==> src/rtl/dmem_pkg.sv <==
// dmem_pkg: shared size encodings, FSM states and error check for the data-memory controller
package dmem_pkg;
   localparam logic [1:0] SZ_B = 2'b00;
   localparam logic [1:0] SZ_H = 2'b01;
   localparam logic [1:0] SZ_W = 2'b10;
   localparam logic [1:0] SZ_X = 2'b11;
   localparam int MEM_WORDS_DEF = 256;
   typedef enum logic [2:0] {IDLE, RD, CAP, WR, RESP} state_t;
   function automatic logic access_err(logic [1:0] size, logic [31:0] addr, int words);
      return (size == SZ_X) || (size == SZ_H && addr[0]) ||
             (size == SZ_W && addr[1:0] != 2'b00) || ({2'b00, addr[31:2]} >= 32'(words));
   endfunction
endpackage

==> src/rtl/dmem_lane_align.sv <==
// dmem_lane_align: big-endian lane extraction with extension for loads, lane merge for sub-word stores
module dmem_lane_align
   import dmem_pkg::*;
(
   input  logic [31:0] rdata,
   input  logic [1:0]  offset,
   input  logic [1:0]  size,
   input  logic        zext,
   input  logic [31:0] wdata,
   output logic [31:0] load_data,
   output logic [31:0] merged
);
   logic [4:0]  bshift;
   logic [4:0]  hshift;
   logic [7:0]  bsel;
   logic [15:0] hsel;
   logic [31:0] bmask;
   logic [31:0] hmask;
   // offset 0 is the most significant lane, so shifts count down from the top
   always_comb begin
      bshift    = {~offset, 3'b000};
      hshift    = {~offset[1], 4'b0000};
      bsel      = 8'(rdata >> bshift);
      hsel      = 16'(rdata >> hshift);
      bmask     = 32'h0000_00ff << bshift;
      hmask     = 32'h0000_ffff << hshift;
      load_data = size == SZ_W ? rdata :
                  size == SZ_H ? (zext ? {16'h0000, hsel} : {{16{hsel[15]}}, hsel}) :
                                 (zext ? {24'h000000, bsel} : {{24{bsel[7]}}, bsel});
      merged    = size == SZ_W ? wdata :
                  size == SZ_H ? ((rdata & ~hmask) | (32'(wdata[15:0]) << hshift)) :
                                 ((rdata & ~bmask) | (32'(wdata[7:0]) << bshift));
   end
endmodule

==> src/rtl/dmem_access_ctrl.sv <==
// dmem_access_ctrl: CPU load/store front end driving a word-indexed synchronous data memory
module dmem_access_ctrl
   import dmem_pkg::*;
#(
   parameter int MEM_WORDS = MEM_WORDS_DEF
) (
   input  logic        clk,
   input  logic        rst_n,
   input  logic        req_valid,
   output logic        req_ready,
   input  logic        req_we,
   input  logic [1:0]  req_size,
   input  logic        req_unsigned,
   input  logic [31:0] req_addr,
   input  logic [31:0] req_wdata,
   output logic        rsp_valid,
   output logic [31:0] rsp_rdata,
   output logic        rsp_err,
   output logic [31:0] mem_addr,
   output logic        mem_read,
   output logic        mem_write,
   output logic [31:0] mem_wdata,
   input  logic [31:0] mem_rdata
);
   state_t      state;
   state_t      next_state;
   logic        accept;
   logic        we_q;
   logic        uns_q;
   logic        err_q;
   logic [1:0]  size_q;
   logic [1:0]  off_q;
   logic [31:0] rdata_q;
   logic [31:0] addr_q;
   logic [31:0] wdata_q;
   logic [31:0] load_data;
   logic [31:0] merged;

   assign accept    = req_valid && req_ready;
   assign rsp_err   = rsp_valid && err_q;
   assign rsp_rdata = rdata_q;
   assign mem_addr  = addr_q;
   assign mem_wdata = wdata_q;

   dmem_lane_align u_align (
      .rdata     (mem_rdata),
      .offset    (off_q),
      .size      (size_q),
      .zext      (uns_q),
      .wdata     (wdata_q),
      .load_data (load_data),
      .merged    (merged)
   );

   // state register; reset aborts any access in flight
   always_ff @(posedge clk or negedge rst_n) begin
      if (!rst_n) state <= IDLE;
      else        state <= next_state;
   end

   // next state and memory strobes; strobes depend only on state so reset drops them at once
   always_comb begin
      next_state = state;
      req_ready  = 1'b0;
      mem_read   = 1'b0;
      mem_write  = 1'b0;
      rsp_valid  = 1'b0;
      unique case (state)
         IDLE: begin
            req_ready = 1'b1;
            if (req_valid)
               next_state = access_err(req_size, req_addr, MEM_WORDS) ? RESP :
                            (req_we && req_size == SZ_W) ? WR : RD;
         end
         RD: begin
            mem_read   = 1'b1;
            next_state = CAP;
         end
         CAP:  next_state = we_q ? WR : RESP;
         WR: begin
            mem_write  = 1'b1;
            next_state = RESP;
         end
         RESP: begin
            rsp_valid  = 1'b1;
            next_state = IDLE;
         end
         default: next_state = IDLE;
      endcase
   end

   // request latch at accept; CAP captures either the load result or the merged store word
   always_ff @(posedge clk or negedge rst_n) begin
      if (!rst_n) begin
         we_q    <= 1'b0;
         uns_q   <= 1'b0;
         err_q   <= 1'b0;
         size_q  <= SZ_B;
         off_q   <= 2'b00;
         rdata_q <= '0;
         addr_q  <= '0;
         wdata_q <= '0;
      end else if (accept) begin
         we_q    <= req_we;
         uns_q   <= req_unsigned;
         err_q   <= access_err(req_size, req_addr, MEM_WORDS);
         size_q  <= req_size;
         off_q   <= req_addr[1:0];
         rdata_q <= '0;
         addr_q  <= {2'b00, req_addr[31:2]};
         wdata_q <= req_wdata;
      end else if (state == CAP) begin
         if (we_q) wdata_q <= merged;
         else      rdata_q <= load_data;
      end
   end
endmodule

==> config.mk <==
export PLATFORM = sky130hd
export DESIGN_NAME = dmem_access_ctrl
export DESIGN_NICKNAME = d
export VERILOG_FILES = /design/src/rtl/dmem_pkg.sv /design/src/rtl/dmem_lane_align.sv /design/src/rtl/dmem_access_ctrl.sv
export SDC_FILE = /design/constraint.sdc
export NUM_CORES = 1
export LEC_CHECK = 0
export CAP_MARGIN = 20
export CELL_PAD_IN_SITES_DETAIL_PLACEMENT = 0
export CELL_PAD_IN_SITES_GLOBAL_PLACEMENT = 1
export CORE_MARGIN = 3
export CORE_UTILIZATION = 32
export DETAILED_ROUTE_END_ITERATION = 8
export GPL_TIMING_DRIVEN = 1
export PLACE_DENSITY = 0.87
export SLEW_MARGIN = 0
export SYNTH_ARGS = -nofsm -noshare
export SYNTH_HDL_FRONTEND = slang
export SYNTH_SLANG_ARGS = --single-unit
==> constraint.sdc <==
create_clock -name clk -period 2 [get_ports clk]
set_input_delay 0.3 -clock clk [delete_from_list [all_inputs] [get_ports clk]]
set_output_delay 0.3 -clock clk [all_outputs]
set_load 0.01 [all_outputs]
# After elaboration in Yosys (flattened, before gate mapping)
# Index checks and enable logic that the tools add are counted.
word_totals:
  regBits: 104
  elab_cells: 71
  in_bits: 103
  out_inout_bits: 101
classes:
  mux: 21
  bitwise_logic: 8
  shifts: 6
  n_eq_ne: 12
  reduce_logical: 14
  magnitude_cmp: 1
op_table:
  columns: ["operator", "n"]
  rows:
  - ["$mux W32", 12]
  - ["$and A32 B32 Y32", 2]
  - ["$not A32 Y32", 2]
  - ["$or A32 B32 Y32", 2]
  - ["$shl A16 B5 Y32", 1]
  - ["$shl A16 B5 Y32 const A", 1]
  - ["$shl A8 B5 Y32", 1]
  - ["$shl A8 B5 Y32 const A", 1]
  - ["$shr A32 B5 Y16", 1]
  - ["$shr A32 B5 Y8", 1]
  - ["$ge A30 B9 Y1 const B", 1]
  - ["$pmux W3 S4", 1]
  - ["$mux W3", 3]
  - ["$eq A2 B2 Y1 const B", 3]
  - ["$eq A3 B2 Y1 const B", 2]
  - ["$ne A2 B2 Y1 const B", 3]
  - ["$reduce_bool A2 Y1", 3]
  - ["$logic_and A1 B1 Y1", 5]
  - ["$eq A2 B1 Y1 const B", 2]
  - ["$mux W1", 4]
  - ["$eq A3 B1 Y1 const B", 1]
  - ["$eq A3 B3 Y1 const B", 1]
  - ["$logic_not A3 Y1", 1]
  - ["$logic_or A1 B1 Y1", 3]
  - ["5 further kinds", 5]

# Longest topological paths before layout
logic_depth:
  ltp_word: 10
  ltp_mapped: 8
  ltp_nobuf: 4

# Cells and area by module
# A second synthesis with hierarchy kept.
hier_totals:
  cells_unflattened: 732
  hier_area_um2: 5954.5
modules_own_cells:
  columns: ["module", "n_inst", "area_per_inst_um2", "cells_each", "seq_area_each_um2"]
  rows:
  - ["dmem_access_ctrl", 1, 4388.0, 505, 2602.5]
  - ["dmem_lane_align", 1, 1566.5, 227, 0.0]

# Least setup slack after synthesis
# Ideal clock, no wire load.
synth_timing:
  path_kind: "register to register"
  from: "reg state[1]"
  to: "reg with a tool-made name"
  stages_incl_launch_ff: 8
  period_less_slack_ns: 1.708
  setup_time_ns: 0.126
  t_arrival_ns: 1.582
  path_buffers: 3
  slack_ns: 0.292
  required_time_ns: 1.874
  cell_sequence: "dfrtp_1 > buf_2 > nor3_2 > and2_1 > buf_2 > buf_2 > nor3_1 > a221o_1"
synth_lines:
  columns: ["item", "line", "text"]
  rows:
  - ["start: declaration", "dmem_access_ctrl.sv:25", "state_t state;"]
  - ["start signal: assignment", "dmem_access_ctrl.sv:58", "else state <= next_state;"]

==> flow_summary.yaml <==
floorplanning:
  fp.dieArea_sq_mm: 0.0177
  ios: 204
  initial_utilization_pct: 33.4
  die_height_um: 133
  die_w_um: 133
  std_cell_rows: 45
  core_area_sq_mm: 0.0155
global_route:
  grt_max_degree: 39
  antenna_found_initial: 0
  gr-total-overflow: 0
  grt_pass1_wl_um: 29200
  grt_pass1_vias: 5144
  grt.total_usage_pct: 20.9
sta:
  grt_setup_unrepaired: "true"
  fmax_mhz: 529
  fin_skew_ps: 7.94
  relSlewSlack_pct: 49.6
  period_minus_slack_ps: 1890
  holdWs_ps: 429
  worst_slew_pin_slew_ps: 750
  setup_viol: 0
  maxSlewViolCount: 0
  hold_viol: 0
  fin_crit_sh_pct: 94.5
cts:
  root_buffer: "clkbuf_16"
  clock_latency_ps: 360
  cts.sink_count: 104
  htreeDepth: 3
  cts_tree: "yes"
  cts.clk_slew.worst_paths_ps: 70
  clk_path_buf_depth: 2
  cts_inserted_buffers: 9
setup_path:
  cp-end-kind: "flip-flop"
  worstPathRequired_ps: 2220
  reg2reg_depth: 4
  r2r_start: "state[0]$_DFFE_PN0P_"
  r2r_slack_ps: 110
  crit_path_start_kind: "flip-flop"
  crit_path_max_incr_delay_ps: 510
  cp.arrival_ps: 2120
  crit_chain: "nand4bb_4 -> or3_1 -> a221oi_1 -> o21ai_0"
  crit_type: "reg -> reg"
  cp_slowest_cell: "or3_1"
  cp_max_fo: 10
power:
  ir_drop_v: 0.000430
  power.leakage_nw: 3.49
  power_mw: 5.79
  p_per_area_mw_per_mm2: 731
cells_and_area:
  n_fill_cell: 1401
  antennaDiodeCount: 0
  drive_above_1_share_pct: 9.33
  fin_util_pct: 51.2
  layout.cells.non_filler: 972
  layout_commonest_cell: "clkdlybuf4s50_1"
  area_growth_pct: 53.1
  final_nets: 859
  most-common-layout-cells: "clkdlybuf4s50_1, nand2_1, dfrtp_1"
synthesis:
  syn_area_sq_mm: 0.00517
  syn_area_per_cell_sq_um: 9.39
  yosys.area.top_type: "dfrtp_1"
  yosys_warnings: 0
  synthCells: 551
  ys_ff_latch: 104
  synth_area_leaders: "dfrtp_1, nand2_1, mux2i_1"
  synth_cell_types: 53
  synth_top_area_share_pct: 50.3
  ys_seq_area_share_pct: 50.3
worst_hold_path:
  min_path_type: "in -> async"
status:
  status: "complete, no violations"
placed_design:
  gp_congestion: 0.868
  dp.cells: 955
  portBuffers: 201
  hpwlAfterDp_um: 14400
drt:
  wl_per_cell_um: 19.0
  final_antenna_net_count: 0
  viasPerCell: 5.27
  drc: 0
  num_vias: 5120
  totalWireLength_um: 18500
  firstDrtPassIters: 7
  drt_iter0_markers: 447
run:
  cap_viol_max_count: 0
-- Yosys cell counts, drive strengths merged --
cell type  number
nand2         157
dfrtp         104
buf            25
o21ai          25
a21oi          20
mux2i          19
nor3           19
a22oi          18
clkbuf         18
nor2           16
a221oi         13
o211ai         12
inv            10
nand3          10
nor3b           9
a221o           8
a31oi           8
o221ai          8
a41o            7
o22ai           7
nor4            5
and2            4
nor2b           4
and3            2
and3b           2
nand2b          2
nand4           2
a2111oi         1
a211oi          1
a21bo           1
a21o            1
a222oi          1
a22o            1
a32oi           1
and4bb          1
clkinv          1
conb            1
mux4            1
nand3b          1
nand4bb         1
o221a           1
o31a            1
or3             1
or4b            1
-- layer usage --
layer  GRT usage (%)  vias to the layer above  share of wire (%)
met1            28.0                     2464                 42
li1                -                     2389                  -
met3            7.14                       22                9.6
met4            4.91                        0                1.4
met2            32.8                      245                 47
met5               0                        -                  0
-- timing repair --
| item | CTS | global route |
|---|---|---|
| setup endpoints to repair | 4 | 11 |
| setup buffers | 0 | 0 |
| pin swaps | 0 | 0 |
| endpoints found under the hold margin | 30 | 0 |
| hold buffers | 1 | 0 |
| gates resized for setup | 6 | 3 |
-- cell families (layout without fill, tap and decap cells) --
kind of cell           count (synthesis)  after routing  synth area share, %
AOI/OAI and AO/OA                    135            135                 19.3
buffers and inverters                 54            263                 5.18
DFF                                  104            104                 50.3
muxes                                 20             20                 4.11
other                                  1              2               0.0725
and+or+nand+nor                      237            237                 21.0
-- worst max path at each step --
stage                                    start                   endpoint  slack (ps)  cells past startpoint
after floorplan           state[1]$_DFFE_PN0P_                  flip-flop         290                      7
after global placement           mem_rdata[23]  rsp_rdata[26]$_DFFE_PN0P_          30                      6
after detailed placement         mem_rdata[23]  rsp_rdata[30]$_DFFE_PN0P_           8                      6
after CTS                 state[1]$_DFFE_PN0P_                  mem_write          20                      3
after global routing      state[0]$_DFFE_PN0P_                  flip-flop          -8                      4
final                     state[0]$_DFFE_PN0P_                  flip-flop         110                      4
-- metrics by stage --
step	worst slack [ps]	setup TNS (ps)	instance area (sq um)
2_1_floorplan	292	0	5180
3_3_place_gp	33.0	0	7590
3_5_place_dp	7.98	0	7590
4_1_cts	24.0	0	7920
5_1_grt	-8.23	-10.8	7920
6_report	110	0	7920
-- power by group --
part           switching [mW]  total [mW]  internal [mW]
registers               0.144        2.43           2.28
clock network           0.833        1.86           1.02
logic                   0.739        1.51          0.769
total                    1.72        5.79           4.07
-- final cells by class --
| type | count | area (sq um) | share of cell area (%) |
|---|---|---|---|
| Multi-Input combinational cell | 394 | 2320 | 29.3 |
| Clock inverter | 6 | 75.1 | 0.948 |
| Tap cell | 211 | 264 | 3.33 |
| Clock buffer | 10 | 239 | 3.02 |
| Timing Repair Buffer | 236 | 2370 | 30.0 |
| Sequential cell | 104 | 2610 | 32.9 |
| Inverter | 11 | 41.3 | 0.521 |
-- worst max-delay path, delay by kind of cell (launching register included) --
family          cells  cell delay [ps]
simple gates        2              790
compound gates      2              530
flops               1              450
Note: power is estimated with default switching activity, not from simulation.
